==> config.mk <==
export PLATFORM = sky130hd
export DESIGN_NAME = param_updown_counter
export DESIGN_NICKNAME = d
export VERILOG_FILES = /design/src/rtl/param_updown_counter.sv
export SDC_FILE = /design/constraint.sdc
export NUM_CORES = 1
export LEC_CHECK = 0
export ABC_AREA = 1
export BUFFER_PORTS_ARGS = -buffer_cell sky130_fd_sc_hd__buf_2
export CAP_MARGIN = 20
export CORE_AREA = 2 2 39 41
export CTS_CLUSTER_DIAMETER = 200
export CTS_CLUSTER_SIZE = 20
export DETAILED_ROUTE_END_ITERATION = 8
export DIE_AREA = 0 0 41 43
export GPL_ROUTABILITY_DRIVEN = 0
export GPL_TIMING_DRIVEN = 1
export PLACE_DENSITY = 0.56
export SYNTH_ARGS = -nofsm -noshare
export SYNTH_HDL_FRONTEND = slang
export SYNTH_SLANG_ARGS = --single-unit
==> constraint.sdc <==
create_clock -name clk -period 1.2 [get_ports clk]
set_input_delay 0.12 -clock clk [delete_from_list [all_inputs] [get_ports clk]]
set_output_delay 0.12 -clock clk [all_outputs]
set_load 0.005 [all_outputs]
==> src/rtl/param_updown_counter.sv <==
// Parameterised up/down counter with wrap/saturate boundaries, synchronous load and terminal-count pulse.
// Optional built-in prescaler enabled by defining the macro UDC_PRESCALE_EN.
module param_updown_counter #(
  parameter int WIDTH = 4,
  parameter int MAX   = 9,
  parameter int DIV   = 25000000
) (
  input  logic             clk,
  input  logic             rst_n,
  input  logic             en,
  input  logic             ud,
  input  logic             sat,
  input  logic             load,
  input  logic [WIDTH-1:0] load_val,
  output logic [WIDTH-1:0] count,
  output logic             step,
  output logic             tc
);

  localparam logic [WIDTH-1:0] MAX_V = WIDTH'(MAX);

  if (WIDTH < 2 || WIDTH > 16 || MAX < 1 || MAX > (2 ** WIDTH) - 1 || DIV < 2) begin : g_param_check
    $error("param_updown_counter: illegal WIDTH/MAX/DIV combination");
  end

  logic step_cycle;

`ifdef UDC_PRESCALE_EN
  localparam int PW = $clog2(DIV);
  localparam logic [PW-1:0] PSC_LAST = PW'(DIV - 1);

  logic [PW-1:0] psc;

  // Prescaler advances only on enabled cycles and is never disturbed by load.
  always_ff @(posedge clk or negedge rst_n) begin
    if (!rst_n) begin
      psc <= '0;
    end else if (en) begin
      psc <= (psc == PSC_LAST) ? '0 : psc + 1'b1;
    end
  end

  assign step_cycle = en && (psc == PSC_LAST);
`else
  assign step_cycle = en;
`endif

  logic [WIDTH-1:0] next_count;
  logic             next_tc;

  always_comb begin
    next_count = count;
    next_tc    = 1'b0;
    if (load) begin
      next_count = (load_val > MAX_V) ? MAX_V : load_val;
    end else if (step_cycle) begin
      if (ud) begin
        if (count == MAX_V) begin
          next_count = sat ? MAX_V : '0;
          next_tc    = 1'b1;
        end else begin
          next_count = count + 1'b1;
        end
      end else begin
        if (count == '0) begin
          next_count = sat ? '0 : MAX_V;
          next_tc    = 1'b1;
        end else begin
          next_count = count - 1'b1;
        end
      end
    end
  end

  always_ff @(posedge clk or negedge rst_n) begin
    if (!rst_n) begin
      count <= '0;
      step  <= 1'b0;
      tc    <= 1'b0;
    end else begin
      count <= next_count;
      step  <= step_cycle;
      tc    <= next_tc;
    end
  end

endmodule

# == After elaboration in Yosys (flattened, before gate mapping) ==
# Cells that the tools add are included.
# op_classes
addsub,2
n_lt_le_gt_ge,1
n_eq_ne,1
muxes,13
reduce_logical,2
# op_table
cell,count
two-way mux 4 bit,8
two-way mux 1 bit,5
"adder 4 x 1 -> 4 bit, second input constant",1
"== test 4 bit, second input constant",1
"greater-than comparator 4 bit, second input constant",1
logical NOT 4 bit,1
"subtractor 4 x 1 -> 4 bit, second input constant",1
nonzero test 2 bit,1
# totals
ff_bits,6
input_bits,10
output_inout_bits,6
wordCells,22

# == Logic depth before layout (Yosys ltp) ==
# Gate-level depths: netlist of the first run.
# depth
depth_word,5
mapped_depth,8
depth_no_buf,8

# == Worst setup path after synthesis of the first run ==
# Ideal clock, no wire load.
# synth_path
path_type,register to register
start,register count[1]
end,register count[3]
setup_ns,0.116
t_arrival_ns,1.008
required_ns,1.084
path_slack_ns,0.075
path_stages_with_launch,9
path_buffers,0
synth_period_minus_slack_ns,1.125
cell_sequence,dfrtp_1 > nor2_1 > nand2_1 > nand2_1 > nand2_1 > nand2_1 > nand3_1 > nand2_1 > nand2_1
# synth_between
elab_chain_cells,5
word_cells_on_any_way,9
cone_classes,2 x add/sub; 1 x eq/ne; 5 x mux; 1 x reduce/logical
# synth_lines
item,line,text
start: declaration,15,"output logic [WIDTH-1:0] count,"
start signal: assignment,81,count <= next_count;
subtractor 4 x 1 -> 4 bit (tied with other cells),69,next_count = count - 1'b1;
"two-way mux 4 bit, on equally long branches","65, 58",
two-way mux 4 bit *,57,if (ud) begin
two-way mux 4 bit *,56,end else if (step_cycle) begin
two-way mux 4 bit *,54,if (load) begin
# Mark *: on every way between the ends. The rest lies on a longest branch, timed or not. The select of a mux whose other input is x is not followed.
# A chain may end at the register's enable or synchronous reset.

# == Worst setup path after layout of the first run ==
# layout_path
start,register count[1]
end,register count[1]
# The elaborated chain is that of the path after synthesis.

==> impl_metrics.json, run 1 <==
{
  "outcome": "finished, final reports clean",
  "syn-mean-instance-area_um2": 5.92,
  "crit_path_frequent_cell": "nand2_1",
  "slew-limit-headroom": 0.840,
  "whs_endpoint": "step",
  "synth_fp_nets": 88,
  "clk_latency_ns": 0.25,
  "synth.yosys.seq_area_share": 0.325,
  "first_pass_iters": 4,
  "io_buffers": 15,
  "initialDrtViolationCount": 3,
  "yosysWarnings": 0,
  "ff_latch_area_um2": 154,
  "finalSetupViolations": 0,
  "whs_ns": 0.0263,
  "required_ns": 1.38,
  "ir_worst_vdd_v": 0.000599,
  "num_io_pins": 16,
  "die_h_um": 43,
  "drive_above_1_share": 0.360,
  "drv_slew": 0,
  "rr_endpoint": "count[1]",
  "clk_pin_slew_ns": 0.05,
  "arrival_ns": 1.31,
  "fin_crit_sh": 0.944,
  "reg2reg_from": "count[1]",
  "dp_slack_ns": -0.0362,
  "clk_path_buf_depth": 2,
  "vias": 555,
  "worst-setup-path-type": "reg -> reg",
  "hold_path_startpoint": "en",
  "antenna_found_initial": 0,
  "fillers": 164,
  "hpwlAfterDp_um": 967,
  "ant_nets": 0,
  "grt_use_total": 0.174,
  "synth_seq_cells": 6,
  "die_w_um": 41,
  "row_count": 14,
  "cts_max_level": 1,
  "die_area_um2": 1760,
  "cts_tree": "yes",
  "cts_made_buffers": 3,
  "fmax_mhz": 882,
  "slowest_delay_ns": 0.47,
  "drv_cap": 0,
  "area_growth_pct": 39.0,
  "worst_pin_slew_ns": 0.240,
  "grt_pass1_wl_mm": 2.01,
  "wl_mm": 1.25,
  "rsz0062_at_grt": "yes",
  "power.density_nw_per_um2": 1190,
  "clock_sinks": 6,
  "cp_max_fo": 8,
  "diodes": 0,
  "reg2regPathDepth": 8,
  "cp_slowest_cell": "dfrtp_2",
  "cp-end-kind": "flip-flop",
  "netlist_area_um2": 462,
  "start_util": 0.334,
  "startpoint_type": "flip-flop",
  "route.detailed.drc": 0,
  "r2r_slack_ns": 0.07,
  "grt_max_degree": 9,
  "whs_path_depth": 1,
  "syn_inst": 78,
  "setup_slack_ns": 0.0666,
  "p_leak_nw": 0.350,
  "skew_ns": 0.00489,
  "period_needed_ns": 1.13,
  "routed_via_density": 4.78,
  "multi_input_area_um2": 304,
  "cp_cell_sequence": "inv_1, nand2_1, nand2_1, nor2_1, nand2_1, nand2_1, nand2_1, a21oi_2",
  "synth_cell_types": 14,
  "grt_pass1_vias": 473,
  "power_mw": 0.764,
  "coreArea_um2": 1380,
  "grt.overflow.total": 0,
  "hold_violations": 0,
  "drt-wirelength-per-cell_um": 10.8,
  "holdCritPathClass": "in -> reg",
  "stdcell_count": 116,
  "post-route-util": 0.464,
  "final_nets": 112,
  "dpl.cell_count": 111,
  "cts_root_buf": "clkbuf_4"
}
placed cells by master, fill, tap and decap left out, drive strengths merged:
| cell type | netlist | routed |
|---|---|---|
| or2 | 1 | 1 |
| o21ai | 2 | 2 |
| nand2 | 34 | 34 |
| clkbuf | 0 | 3 |
| dfrtp | 6 | 6 |
| nor2 | 11 | 11 |
| nand3 | 7 | 7 |
| inv | 9 | 9 |
| nor3 | 1 | 1 |
| a21oi | 6 | 6 |
| buf | 0 | 18 |
| nand4 | 1 | 1 |
| dlygate4sd3 | 0 | 1 |
state kept, by name, indices dropped and copies added (netlist names):
signal	flops
step	1
tc	1
count	4
per-layer routing:
layer / vias to the layer above / global-route usage / share of wire
li1: 289 / - / -
met1: 251 / 0.217 / 0.44
met2: 11 / 0.256 / 0.49
met3: 4 / 0.0628 / 0.041
met4: 0 / 0.0800 / 0.027
met5: - / 0 / 0
through the flow:
step / cell area, µm² / setup TNS, ns
final: 642 / 0
after global routing: 642 / -0.104
after CTS: 607 / 0
after detailed placement: 572 / -0.0362
after global placement: 572 / 0
after floorplan: 462 / 0
cells in the mapped netlist:
cell type / n / area [µm²]
nand4_1: 1 / 6.26
o21ai_1: 1 / 5.00
nor2_2: 2 / 12.5
nor2_1: 9 / 33.8
or2_1: 1 / 6.26
nor3_1: 1 / 5.00
dfrtp_1: 6 / 150
inv_1: 7 / 26.3
nand2_1: 34 / 128
o21ai_0: 1 / 5.00
a21oi_1: 3 / 15.0
inv_2: 2 / 7.51
nand3_1: 7 / 35.0
a21oi_2: 3 / 26.3
how the worst max path moves through the flow:
stage                        start  slack (ns)  endpoint
final                     count[1]        0.07  count[1]
after global routing      count[0]       -0.04  count[3]
after CTS                 count[1]       0.009  count[3]
after detailed placement  count[1]       -0.04  count[3]
after global placement    count[1]       0.003  count[3]
after floorplan           count[1]        0.08  count[3]
final cells by class:
cell class	instances	area share
Sequential cell	6	0.240
Tap cell	16	0.0312
Inverter	9	0.0526
Clock buffer	3	0.0351
Timing Repair Buffer	19	0.168
Multi-Input combinational cell	63	0.474
report_power, final:
part           switching, mW  internal [mW]
clock                 0.0791          0.114
sequential            0.0574          0.230
combinational          0.158          0.126
total                  0.295          0.470
cell families after synthesis:
logic type,after synthesis,synth area share
simple gates,55,0.490
flops,6,0.325
compound gates,8,0.111
buf+inv,9,0.0732
worst max-delay path, delay by kind of cell, from the launching register on:
family	cells	cell delay [ns]
compound gates	1	0.11
buf+inv	1	0.08
flops	1	0.47
simple gates	6	0.40
what timing repair did:
| item | in CTS | in global routing |
|---|---|---|
| gates resized for setup | 1 | 10 |
| hold buffers | 1 | 0 |
| hold endpoints to repair | 6 | 0 |
| setup endpoints to repair | 3 | 4 |
| setup buffers | 0 | 1 |
| pin swaps | 0 | 1 |
(Power assumes the default switching activity.)
==> inputs of run 2 (changes only) <==
--- a/config.mk
+++ b/config.mk
@@ -9,6 +9,7 @@
 export BUFFER_PORTS_ARGS = -buffer_cell sky130_fd_sc_hd__buf_2
 export CAP_MARGIN = 20
 export CORE_AREA = 2 2 39 41
+export CTS_BUF_LIST = sky130_fd_sc_hd__clkbuf_8
 export CTS_CLUSTER_DIAMETER = 200
 export CTS_CLUSTER_SIZE = 20
 export DETAILED_ROUTE_END_ITERATION = 8
==> run 2 against run 1 <==
Compared with the run above: core utilization up 1.1 points; worst hold slack better by 0.023 ns; clock-buffer cell count unchanged; setup slack worse by 0.032 ns; register-to-register slack about the same; sequential share of layout area down 0.36 points.
==> impl_metrics.json, run 2 (same netlist as run 1, synthesis figures left out) <==
{
  "outcome": "finished, final reports clean",
  "drt-wirelength-per-cell_um": 10.8,
  "grt_pass1_wl_mm": 1.99,
  "hold_path_startpoint": "en",
  "ir_worst_vdd_v": 0.000909,
  "fin_area_um2": 657,
  "cts_root_buf": "clkbuf_8",
  "cp-end-kind": "output pin",
  "first_pass_iters": 2,
  "grt_util_met3": 0.0471,
  "finalSetupViolations": 0,
  "grt_use_total": 0.176,
  "area_growth_pct": 42.3,
  "drv_cap": 0,
  "gr-usage-met2": 0.253,
  "grt_max_degree": 9,
  "coreArea_um2": 1380,
  "required_ns": 1.08,
  "clk_path_buf_depth": 2,
  "initialDrtViolationCount": 4,
  "drive_above_1_share": 0.360,
  "start_util": 0.334,
  "power.density_nw_per_um2": 1330,
  "arrival_ns": 1.04,
  "clk_pin_slew_ns": 0.04,
  "clk_latency_ns": 0.23,
  "post-route-util": 0.475,
  "cts_tree": "yes",
  "hold_violations": 0,
  "cts_max_level": 1,
  "holdCritPathClass": "in -> reg",
  "fin_crit_sh": 0.971,
  "routed_via_density": 4.78,
  "final_common_cell": "nand2_1",
  "setup_tns_ns": 0,
  "vias": 555,
  "num_io_pins": 16,
  "diodes": 0,
  "worst_pin_slew_ns": 0.258,
  "cp_max_fo": 4,
  "hpwlAfterDp_um": 967,
  "drv_slew": 0,
  "slowest_delay_ns": 0.43,
  "whs_ns": 0.0491,
  "crit_path_frequent_cell": "buf_4",
  "startpoint_type": "flip-flop",
  "place_area_um2": 572,
  "row_count": 14,
  "crit_buf_inv": 3,
  "cp_slowest_cell": "dfrtp_2",
  "grt.overflow.total": 0,
  "rsz0062_at_grt": "yes",
  "final_cell_mix": "34 x nand2_1, 15 x buf_2, 7 x inv_1, 7 x nand3_1, 6 x nor2_1",
  "die_area_um2": 1760,
  "p_leak_nw": 0.357,
  "antenna_found_initial": 0,
  "worst-setup-path-type": "reg -> out",
  "final_nets": 112,
  "cts_made_buffers": 3,
  "grt_pass1_vias": 473,
  "r2r_slack_ns": 0.06,
  "reg2reg_from": "count[3]",
  "period_needed_ns": 1.16,
  "slew-limit-headroom": 0.828,
  "route.detailed.drc": 0,
  "clock_sinks": 6,
  "skew_ns": 0.00315,
  "cp_cell_sequence": "buf_4, buf_4, buf_2",
  "fmax_mhz": 858,
  "busiest_layer": "met2",
  "power_mw": 0.873,
  "ant_nets": 0,
  "wl_mm": 1.25,
  "top_regs": "count x4, step x1, tc x1",
  "die_h_um": 43,
  "regMostFlops": "count",
  "setup.worst_path.start": "count[3]",
  "die_w_um": 41,
  "io_buffers": 15,
  "largest_reg_flops": 4,
  "use_met1": 0.217,
  "cpLargestDelayFamily": "flip-flops"
}
==> run 2: cell counts in the layout (fill, tap and decap cells not counted) <==
Identical to the previous run, type by type.
==> run 2: final cells by class <==
type,instances,area (µm²)
Clock buffer,3,41.3
Fill cell,162,727
Inverter,9,33.8
Multi-Input combinational cell,63,299
Sequential cell,6,155
Tap cell,16,20.0
Timing Repair Buffer,19,108
==> run 2: timing repair <==
item	CTS	global route
setup endpoints to repair	3	4
pin swaps	0	1
setup buffers	0	1
hold buffers	1	0
endpoints found under the hold margin	6	0
gates resized for setup	1	9
==> run 2: where the power goes <==
group          internal (mW)  leakage, nW  switching, mW  total, mW
Clock                  0.216       0.0216         0.0909      0.307
Combinational          0.123        0.266          0.157      0.280
Sequential             0.232       0.0687         0.0547      0.286
==> run 2: metrics by stage <==
stage               instances  setup WS [ns]
floorplan                  78         0.0753
global placement          111        0.00304
detailed placement        111        -0.0362
CTS                       115         0.0105
global route              116        -0.0428
finish                    116         0.0350
==> run 2: worst paths after layout <==
path / end / cells past startpoint
max reg2reg: count[3] / 8
max: count[3] / 3
min: step / 1
min reg2reg: count[0] / 2
max in group asynchronous: count[2] / 2
min in group asynchronous: count[1] / 2
==> run 2: layer usage <==
metal  vias to the layer above  part of all wire
met4                         0             0.031
met3                         4             0.036
li1                        290                 -
met2                        11              0.50
met1                       250              0.44
met5                         -                 0
==> inputs of run 3 (changes only) <==
==> constraint.sdc (replaced) <==
create_clock -name clk -period 1.25 [get_ports clk]
set_input_delay 0.125 -clock clk [delete_from_list [all_inputs] [get_ports clk]]
set_output_delay 0.125 -clock clk [all_outputs]
set_load 0.005 [all_outputs]
==> run 3 against run 2 <==
Compared with the run above: sequential power shrank 5%; largest power group unchanged; clock skew up 0.0029 ns; die area is the same; critical path depth is 5 higher; non-clock buffer count is 3 lower; total power decreased by 8.8%; setup slack better by 0.077 ns.
==> impl_metrics.json, run 3 (same netlist as run 1, synthesis figures left out) <==
{
  "grt_use_total": 0.165,
  "grt.overflow.total": 0,
  "power.density_nw_per_um2": 1280,
  "drv_cap": 0,
  "regMostFlops": "count",
  "wl_mm": 1.15,
  "skew_ns": 0.00605,
  "r2r_slack_ns": 0.11,
  "rsz0062_at_grt": "yes",
  "route.detailed.drc": 0,
  "whs_ns": 0.0504,
  "required_ns": 1.36,
  "crit_buf_inv": 0,
  "cts_max_level": 1,
  "crit_path_frequent_cell": "nand2_1",
  "largest_reg_flops": 4,
  "diodes": 0,
  "rr_endpoint": "count[3]",
  "routed_via_density": 4.59,
  "hold_path_startpoint": "en",
  "whs_path_depth": 1,
  "reg2regPathDepth": 8,
  "cp-end-kind": "flip-flop",
  "drive_above_1_share": 0.320,
  "num_io_pins": 16,
  "post-route-util": 0.450,
  "cp_max_fo": 8,
  "grt_max_degree": 9,
  "final_cell_mix": "34 x nand2_1, 15 x buf_2, 7 x inv_1, 7 x nor2_1, 7 x nand3_1",
  "worst_pin_slew_ns": 0.233,
  "row_count": 14,
  "slew-limit-headroom": 0.844,
  "holdCritPathClass": "in -> reg",
  "initialDrtViolationCount": 16,
  "period_needed_ns": 1.14,
  "vias": 519,
  "whs_endpoint": "step",
  "area_growth_pct": 35.0,
  "first_pass_iters": 4,
  "antenna_found_initial": 0,
  "startpoint_type": "flip-flop",
  "hold_violations": 0,
  "ant_nets": 0,
  "drv_slew": 0,
  "die_w_um": 41,
  "cts_made_buffers": 3,
  "grt_pass1_vias": 481,
  "die_area_um2": 1760,
  "top_regs": "count x4, step x1, tc x1",
  "place_area_um2": 557,
  "worst-setup-path-type": "reg -> reg",
  "setup_slack_ns": 0.112,
  "p_leak_nw": 0.341,
  "fmax_mhz": 879,
  "reg2reg_from": "count[0]",
  "clk_pin_slew_ns": 0.04,
  "io_buffers": 15,
  "die_h_um": 43,
  "coreArea_um2": 1380,
  "cts_root_buf": "clkbuf_8",
  "cpLargestDelayFamily": "simple AND/OR/NAND/NOR gates",
  "finalSetupViolations": 0,
  "clk_path_buf_depth": 2,
  "cts_tree": "yes",
  "drt-wirelength-per-cell_um": 10.2,
  "cp_cell_sequence": "nor2_4, nand2_1, nand2_1, nand2_1, nand2_1, nand3_1, nand2_1, nand2_1",
  "start_util": 0.334,
  "clock_sinks": 6,
  "setup_tns_ns": 0,
  "fin_area_um2": 623,
  "dp_slack_ns": 0.0316,
  "ir_worst_vdd_v": 0.000521,
  "outcome": "finished, final reports clean",
  "cts_setup_buffers": 0,
  "grt_pass1_wl_mm": 1.92,
  "fin_crit_sh": 0.910,
  "cp_slowest_cell": "dfrtp_2",
  "slowest_delay_ns": 0.46,
  "fillers": 158,
  "clk_latency_ns": 0.22,
  "final_common_cell": "nand2_1",
  "final_nets": 109,
  "arrival_ns": 1.25,
  "hpwlAfterDp_um": 905
}
run 3: layer usage:
| metal | share of wire | track usage | wire, µm | vias to the layer above |
|---|---|---|---|---|
| met2 | 0.49 | 0.238 | 561 | 14 |
| met3 | 0.038 | 0.0314 | 44 | 2 |
| li1 | - | - | - | 287 |
| met5 | 0 | 0 | 0 | - |
| met4 | 0.017 | 0.120 | 19 | 0 |
| met1 | 0.46 | 0.209 | 523 | 216 |
run 3: power breakdown:
part	switching, mW	internal (mW)	total [mW]
Sequential	0.0487	0.223	0.271
Combinational	0.137	0.0975	0.235
Clock	0.0835	0.207	0.290
Total	0.269	0.527	0.796
run 3: worst max path at each step:
stage	startpoint	endpoint	slack, ns	cells after the start
floorplan	count[1]	count[3]	0.13	8
global placement	count[0]	count[3]	0.08	8
detailed placement	count[0]	count[3]	0.03	8
CTS	count[0]	count[3]	0.02	8
global route	count[0]	count[0]	-0.001	7
finish	count[0]	count[3]	0.11	8
run 3: final cells by class:
class | instances | area (µm²) | share of cell area
multi-input combinational | 63 | 288 | 0.462
inverter | 9 | 33.8 | 0.0542
timing repair buffer | 16 | 85.1 | 0.137
sequential | 6 | 155 | 0.249
clock buffer | 3 | 41.3 | 0.0663
tap | 16 | 20.0 | 0.0321
run 3: metrics by stage:
step	power, mW	instances
finish	0.796	113
global route	0.860	113
CTS	0.784	113
detailed placement	0.488	109
global placement	0.492	109
floorplan	0.410	78
run 3: what timing repair did:
action / CTS / global route
resized for setup: 0 / 7
hold endpoints to repair: 6 / 0
hold buffers: 1 / 0
setup endpoints to repair: 0 / 3
